**config.mk**
```make
export PLATFORM = sky130hd
export DESIGN_NAME = pipe_addsub
export DESIGN_NICKNAME = d
export VERILOG_FILES = /design/src/rtl/pipe_addsub.sv
export SDC_FILE = /design/constraint.sdc
export NUM_CORES = 1
export LEC_CHECK = 0
export CAP_MARGIN = 10
export CORE_ASPECT_RATIO = 1.4
export CORE_UTILIZATION = 30
export DETAILED_ROUTE_END_ITERATION = 16
export GPL_TIMING_DRIVEN = 0
export PLACE_DENSITY = 0.51
export SYNTH_ARGS = -nofsm -noshare
export SYNTH_HDL_FRONTEND = slang
export SYNTH_SLANG_ARGS = --single-unit
export TNS_END_PERCENT = 30
```
**constraint.sdc**
```tcl
create_clock -name clk -period 2.7 [get_ports clk]
set_input_delay 0.405 -clock clk [delete_from_list [all_inputs] [get_ports clk]]
set_output_delay 0.405 -clock clk [all_outputs]
set_load 0.01 [all_outputs]
```
**src/rtl/pipe_addsub.sv**
```systemverilog
// Pipelined WIDTH-bit adder/subtractor: one CHUNK-bit slice per stage, carry registered
// between stages, valid/ready handshake on both sides with full backpressure.
module pipe_addsub #(
    parameter int WIDTH  = 32,
    parameter int STAGES = 4
) (
    input  logic             clk,
    input  logic             rst_n,
    input  logic             in_valid,
    output logic             in_ready,
    input  logic [WIDTH-1:0] a,
    input  logic [WIDTH-1:0] b,
    input  logic             sub,
    output logic             out_valid,
    input  logic             out_ready,
    output logic [WIDTH-1:0] sum,
    output logic             cout,
    output logic             overflow,
    output logic             zero
);

    localparam int CHUNK = WIDTH / STAGES;

    logic [STAGES-1:0] v;
    logic [STAGES-1:0] fill;

    // fill[k]: stage k may take new contents this edge. That holds when the output is
    // being drained or any stage from k to the tail is empty, so bubbles collapse.
    always_comb begin
        logic tail_full;
        tail_full = 1'b1;
        fill      = '0;
        for (int k = STAGES - 1; k >= 0; k--) begin
            tail_full = tail_full & v[k];
            fill[k]   = out_ready | ~tail_full;
        end
    end

    assign in_ready = fill[0];

    for (genvar k = 0; k < STAGES; k++) begin : g_stage
        localparam int REM = WIDTH - k * CHUNK;  // operand bits not yet consumed

        logic                   src_v;
        logic                   src_c;
        logic [REM-1:0]         src_a;
        logic [REM-1:0]         src_b;
        logic [CHUNK-1:0]       chunk;
        logic                   carry;
        logic [(k+1)*CHUNK-1:0] res_new;
        logic [(k+1)*CHUNK-1:0] res_q;
        logic                   v_q;
        logic                   c_q;

        if (k == 0) begin : g_in
            assign src_v   = in_valid;
            assign src_a   = a;
            assign src_b   = sub ? ~b : b;
            assign src_c   = sub;
            assign res_new = chunk;
        end else begin : g_next
            assign src_v   = g_stage[k-1].v_q;
            assign src_a   = g_stage[k-1].g_up.a_up;
            assign src_b   = g_stage[k-1].g_up.b_up;
            assign src_c   = g_stage[k-1].c_q;
            assign res_new = {chunk, g_stage[k-1].res_q};
        end

        assign {carry, chunk} = {1'b0, src_a[CHUNK-1:0]} + {1'b0, src_b[CHUNK-1:0]}
                              + {{CHUNK{1'b0}}, src_c};

        // NOTE: data registers are reset as well as the valid bits, so a reset pipeline
        // presents all-zero result fields rather than stale values from a flushed operation.
        always_ff @(posedge clk or negedge rst_n) begin
            if (!rst_n) begin
                v_q   <= 1'b0;
                c_q   <= 1'b0;
                res_q <= '0;
            end else if (fill[k]) begin
                v_q <= src_v;
                if (src_v) begin
                    c_q   <= carry;
                    res_q <= res_new;
                end
            end
        end

        assign v[k] = v_q;

        if (k < STAGES - 1) begin : g_up
            logic [REM-CHUNK-1:0] a_up;
            logic [REM-CHUNK-1:0] b_up;

            always_ff @(posedge clk or negedge rst_n) begin
                if (!rst_n) begin
                    a_up <= '0;
                    b_up <= '0;
                end else if (fill[k] && src_v) begin
                    a_up <= src_a[REM-1:CHUNK];
                    b_up <= src_b[REM-1:CHUNK];
                end
            end
        end else begin : g_out
            logic ovf_q;
            logic zero_q;

            // In the last stage src_a/src_b are the top chunk, so bit CHUNK-1 is the operand msb.
            always_ff @(posedge clk or negedge rst_n) begin
                if (!rst_n) begin
                    ovf_q  <= 1'b0;
                    zero_q <= 1'b0;
                end else if (fill[k] && src_v) begin
                    ovf_q  <= (src_a[CHUNK-1] == src_b[CHUNK-1]) && (chunk[CHUNK-1] != src_a[CHUNK-1]);
                    zero_q <= (res_new == '0);
                end
            end

            assign out_valid = v_q;
            assign sum       = res_q;
            assign cout      = c_q;
            assign overflow  = ovf_q;
            assign zero      = zero_q;
        end
    end

endmodule

```
## After elaboration in Yosys (flattened, before gate mapping)

Cells that the tools add are included.
Widths: inputs -> output; s select.

- Flip-flop bits (word level): 186
- Output and inout port bits: 37
- Logic and storage cells: 53

- $add $sub $neg: 8
- Equal/unequal tests: 2
- Mux-type cells: 1
- Bitwise gates (word level): 12
- Reduce and logical (&&, ||, !) cells: 10

Operators with widths:

| kind | number |
|---|---|
| $add 8x8->9 | 4 |
| $add 9x1->9 | 4 |
| $logic_not 32->1 | 1 |
| $mux 32 | 1 |
| $not 32->32 | 1 |
| $reduce_and 2->1 | 4 |
| $logic_and 1x1->1 | 5 |
| $not 1->1 | 4 |
| $or 1x1->1 | 4 |
| $and 1x1->1 | 3 |
| $eq 1x1->1 | 1 |
| $ne 1x1->1 | 1 |

## Depth between registers and ports, before layout

- Depth after elaboration: 6
- Mapped depth: 10
- Gate-level depth less buffers: 10

## Worst setup path before layout

No wires, ideal clock.

- Kind: input to register
- From: input port sub
- To: register g_stage[0].c_q
- Setup time: 0.127 ns
- Arrival time: 2.301 ns
- Required time: 2.573 ns
- Setup slack: 0.272 ns
- Stages: 10
- Path buffers: 2
- Cell sequence: clkbuf_2 -> buf_2 -> xor2_1 -> fa_1 -> a21o_1 -> a21oi_1 -> o21ai_0 -> a21o_1 -> a211oi_1 -> a21oi_1

- Longest elaborated chain between the ends: 3

RTL lines:

| what | line | source |
|---|---|---|
| start: declaration | 13 | `input logic sub,` |
| $mux 32 | 58 | `assign src_b = sub ? ~b : b;` |
| $add 8x8->9 | 69 | `assign {carry, chunk} = {1'b0, src_a[CHUNK-1:0]} + {1'b0, src_b[CHUNK-1:0]}` |
| $add 9x1->9 (*) | 70 | `+ {{CHUNK{1'b0}}, src_c};` |
| end signal: assignment | 82 | `c_q <= carry;` |
| end: declaration | 53 | `logic c_q;` |

Mark *: on every way between the ends. The rest lies on a longest branch, timed or not.
A chain may end at the register's enable or synchronous reset.

## Worst setup path after layout

- From: register g_stage[2].c_q
- To: register g_stage[3].g_out.zero_q (netlist: zero)

- Longest elaborated chain between the ends: 2

RTL lines:

| what | line | source |
|---|---|---|
| start: declaration | 53 |  |
| start signal: assignment | 82 |  |
| $add 9x1->9 | 70 |  |
| via g_stage[3].chunk[1] | 48 | `logic [CHUNK-1:0] chunk;` |
| $logic_not 32->1 | 114 | `zero_q <= (res_new == '0);` |
| end signal: assignment | 114 |  |
| end: declaration | 105 | `logic zero_q;` |

The timed path passes the listed nets, and every way through them passes these cells.

==> impl_metrics.toml <==
[global_route]
antenna_found_initial = 0
overflow = 0
grt_pass1_vias = 5470
track_usage_pct = 14.1
grt_pass1_wl_mm = 30.0
grt_max_degree = 101

[detailed_routing]
wire_per_inst_um = 15.9
drt_iter0_drc = 177
viasPerCell = 4.50
vias = 5254
drc = 0
first_pass_iters = 4
ant_nets = 0
drt-total-wl_mm = 18.6

[status]
status = "completed"

[worst_setup_path]
crit_required_ns = 3.06
cp.arrival_ns = 2.84
path_class = "flop to flop"
critPathLaunchType = "flop"
crit_path_end_kind = "flop"
cp_max_fo = 2

[power_and_ir_drop]
p_total_mw = 10.5
power_leakage_nw = 4.51
powerDensity_nw_per_um2 = 995
ir_drop_v = 0.000384

[floorplanning]
rows = 72
start_util_pct = 30.4
die_h_um = 200
fp.coreArea_um2 = 27600
die_x_um = 143
fp.dieArea_um2 = 28600
io_pins = 106

[yosys]
syn_area_um2 = 8380
synth_edf_count = 0
synth_top_cell_by_area = "dfrtp_1"
ys_seq_elements = 186
yosys_most_used_dff = "dfrtp_1"
async_flop_share_pct = 100
ys_top_cells_by_area = "dfrtp_1 (56%), mux2_2 (17%), ha_1 (4.2%), xnor2_1 (3.8%), o21ai_0 (3.2%)"
syn-instance-count = 661
synth_cell_types = 46
syn_area_per_cell_um2 = 12.7
yosysWarnings = 0
netlist.area_leader.share_pct = 55.5
synth_nets = 765
synth_seq_area_share_pct = 55.5

[timing]
rsz0062_at_grt = "no"
period_needed_ns = 2.49
finClkSkew_ns = 0.00878
slew_headroom_pct = 44.1
setup_viol = 0
fin_tns_setup_ns = 0
maxSlewViolCount = 0
tightest_slew_ns = 0.838
worst_slack_ns = 0.212
hold_violations = 0
max_freq_mhz = 402
fin_hold_ws_ns = 0.00659
fin_crit_sh_pct = 92.2

[layout]
fillers = 2751
layout.nets = 889
diodes = 0
areaGrowthSynthToFinish_pct = 25.8
utilization_pct = 38.3
drive_gt1_share_pct = 23.0

[clocking]
cts.reportedPaths.clkPinSlew_ns = 0.07
cts.path.max_buffers = 2
cts_num_sinks = 186
numCtsBuffers = 17
hold_buffers = 0
clk_latency_ns = 0.43
cts_tree = "built"
htree_levels = 4
root_buffer = "clkbuf_16"

[placed_design]
dp_worst_setup_slack_ns = -0.234
dpl.hpwl_mm = 14.0
routabilityCongestion = 0.785
io_buffers = 104

[job]
cap_violations = 0

[min_path]
worst_hold_path_type = "primary input to async pin"
==> synth_stat cells, types with 2 or more instances <==
cell type / count
clkbuf_1: 8
and2_1: 2
a41o_1: 2
buf_2: 14
a21o_1: 6
xor2_1: 15
a211oi_1: 3
o21ai_0: 54
o31ai_1: 5
o21a_1: 6
ha_1: 28
mux2_2: 126
o21ai_1: 2
a21oi_1: 16
o21bai_1: 5
nand4_1: 3
dfrtp_1: 186
xnor2_1: 36
nand2_1: 58
nor2b_1: 3
buf_4: 3
nor2_1: 14
fa_1: 7
nand2b_1: 4
nor4_1: 5
or3_1: 3
nor3_1: 9
nand3_1: 4
inv_1: 17
==> metal layers <==
metal	global-route usage [%]	vias up	wire, um
met1	16.9	2580	8030
met2	24.8	95	9550
met3	3.13	19	690
met5	0	-	0
met4	4.89	0	288
li1	-	2560	-
==> layout by cell type (no fill, tap or decap), types with 5 or more instances in the layout <==
cell type        instances
nand2_1                 58
xor2_1                  15
mux2_2                 126
clkbuf_16               17
nor3_1                   9
fa_1                     7
o21a_1                   6
xnor2_1                 36
ha_1                    28
dfrtp_1                186
nor2_1                  14
a21o_1                   6
o21ai_0                 54
o21bai_1                 5
buf_2                   14
clkdlybuf4s50_1        103
inv_1                   17
o31ai_1                  5
a21oi_1                 16
clkbuf_1                 9
==> path summary, 6_finish.rpt <==
path                                               start                        to  slack [ns]  cells after the start
max in group asynchronous                          rst_n   g_stage[0].g_up.b_up[7]        1.79                      2
worst min-delay path                               rst_n  g_stage[0].g_up.a_up[14]       0.007                      1
worst min register to register  g_stage[0].g_up.b_up[21]  g_stage[0].g_up.b_up[21]        0.48                      2
worst max-delay path                      g_stage[2].c_q                      zero        0.21                      7
min in group clk                                     sub   g_stage[0].g_up.b_up[0]        0.38                      4
worst max register to register            g_stage[2].c_q                      zero        0.21                      7
==> cells by family after synthesis <==
family | Yosys count | synth area share, %
flip-flops | 186 | 55.5
multiplexers | 128 | 17.2
AND/OR/NAND/NOR | 111 | 6.10
AO/OA/AOI/OAI | 106 | 7.57
XOR/XNOR | 51 | 5.33
buffers and inverters | 44 | 2.42
adder cells (fa/ha/maj) | 35 | 5.85
==> sequential cells by signal, indices dropped and copies added (netlist names) <==
register,count
g_stage.v_q,3
g_stage.g_up.b_up,48
cout,1
g_stage.g_up.a_up,48
g_stage.c_q,3
overflow,1
g_stage.res_q,48
zero,1
out_valid,1
sum,32
==> stage by stage <==
step	std cells	cell area, um2
2_1_floorplan	661	8380
3_3_place_gp	1135	9890
3_5_place_dp	1136	9920
4_1_cts	1167	10500
5_1_grt	1167	10500
6_report	1167	10500
==> report_power, final <==
group          switching, mW  leakage [nW]  internal (mW)  total, mW
clock                   1.09         0.302           1.56       2.64
sequential             0.617          2.23           3.75       4.37
combinational           1.55          1.98           1.93       3.48
total                   3.25          4.51           7.24       10.5
==> cell type report <==
| class | count | area, um2 | share of cell area (%) |
|---|---|---|---|
| multi-input cells | 431 | 3530 | 33.5 |
| clock inverters | 13 | 190 | 1.80 |
| plain buffers | 27 | 139 | 1.32 |
| flip-flops and latches | 186 | 4650 | 44.1 |
| inverters | 17 | 63.8 | 0.605 |
| repair buffers | 105 | 1070 | 10.2 |
| clock buffers | 18 | 429 | 4.07 |
| well taps | 370 | 463 | 4.39 |
==> timing repair <==
item / CTS / global route
pin swaps: 0 / 1
buffers inserted: 0 / 0
gates resized for setup: 1 / 0
endpoints found under the setup margin: 1 / 1
gates cloned: 0 / 0
==> worst max-delay path: stages (launching register included) <==
cell and delay [ns]:
dfrtp_1 0.40, fa_1 0.47, fa_1 0.50, nor4_2 0.25, nand4_1 0.25, nor3b_1 0.26
nand4_1 0.12, o21ai_0 0.15
Power figures use the tool's default switching activity.
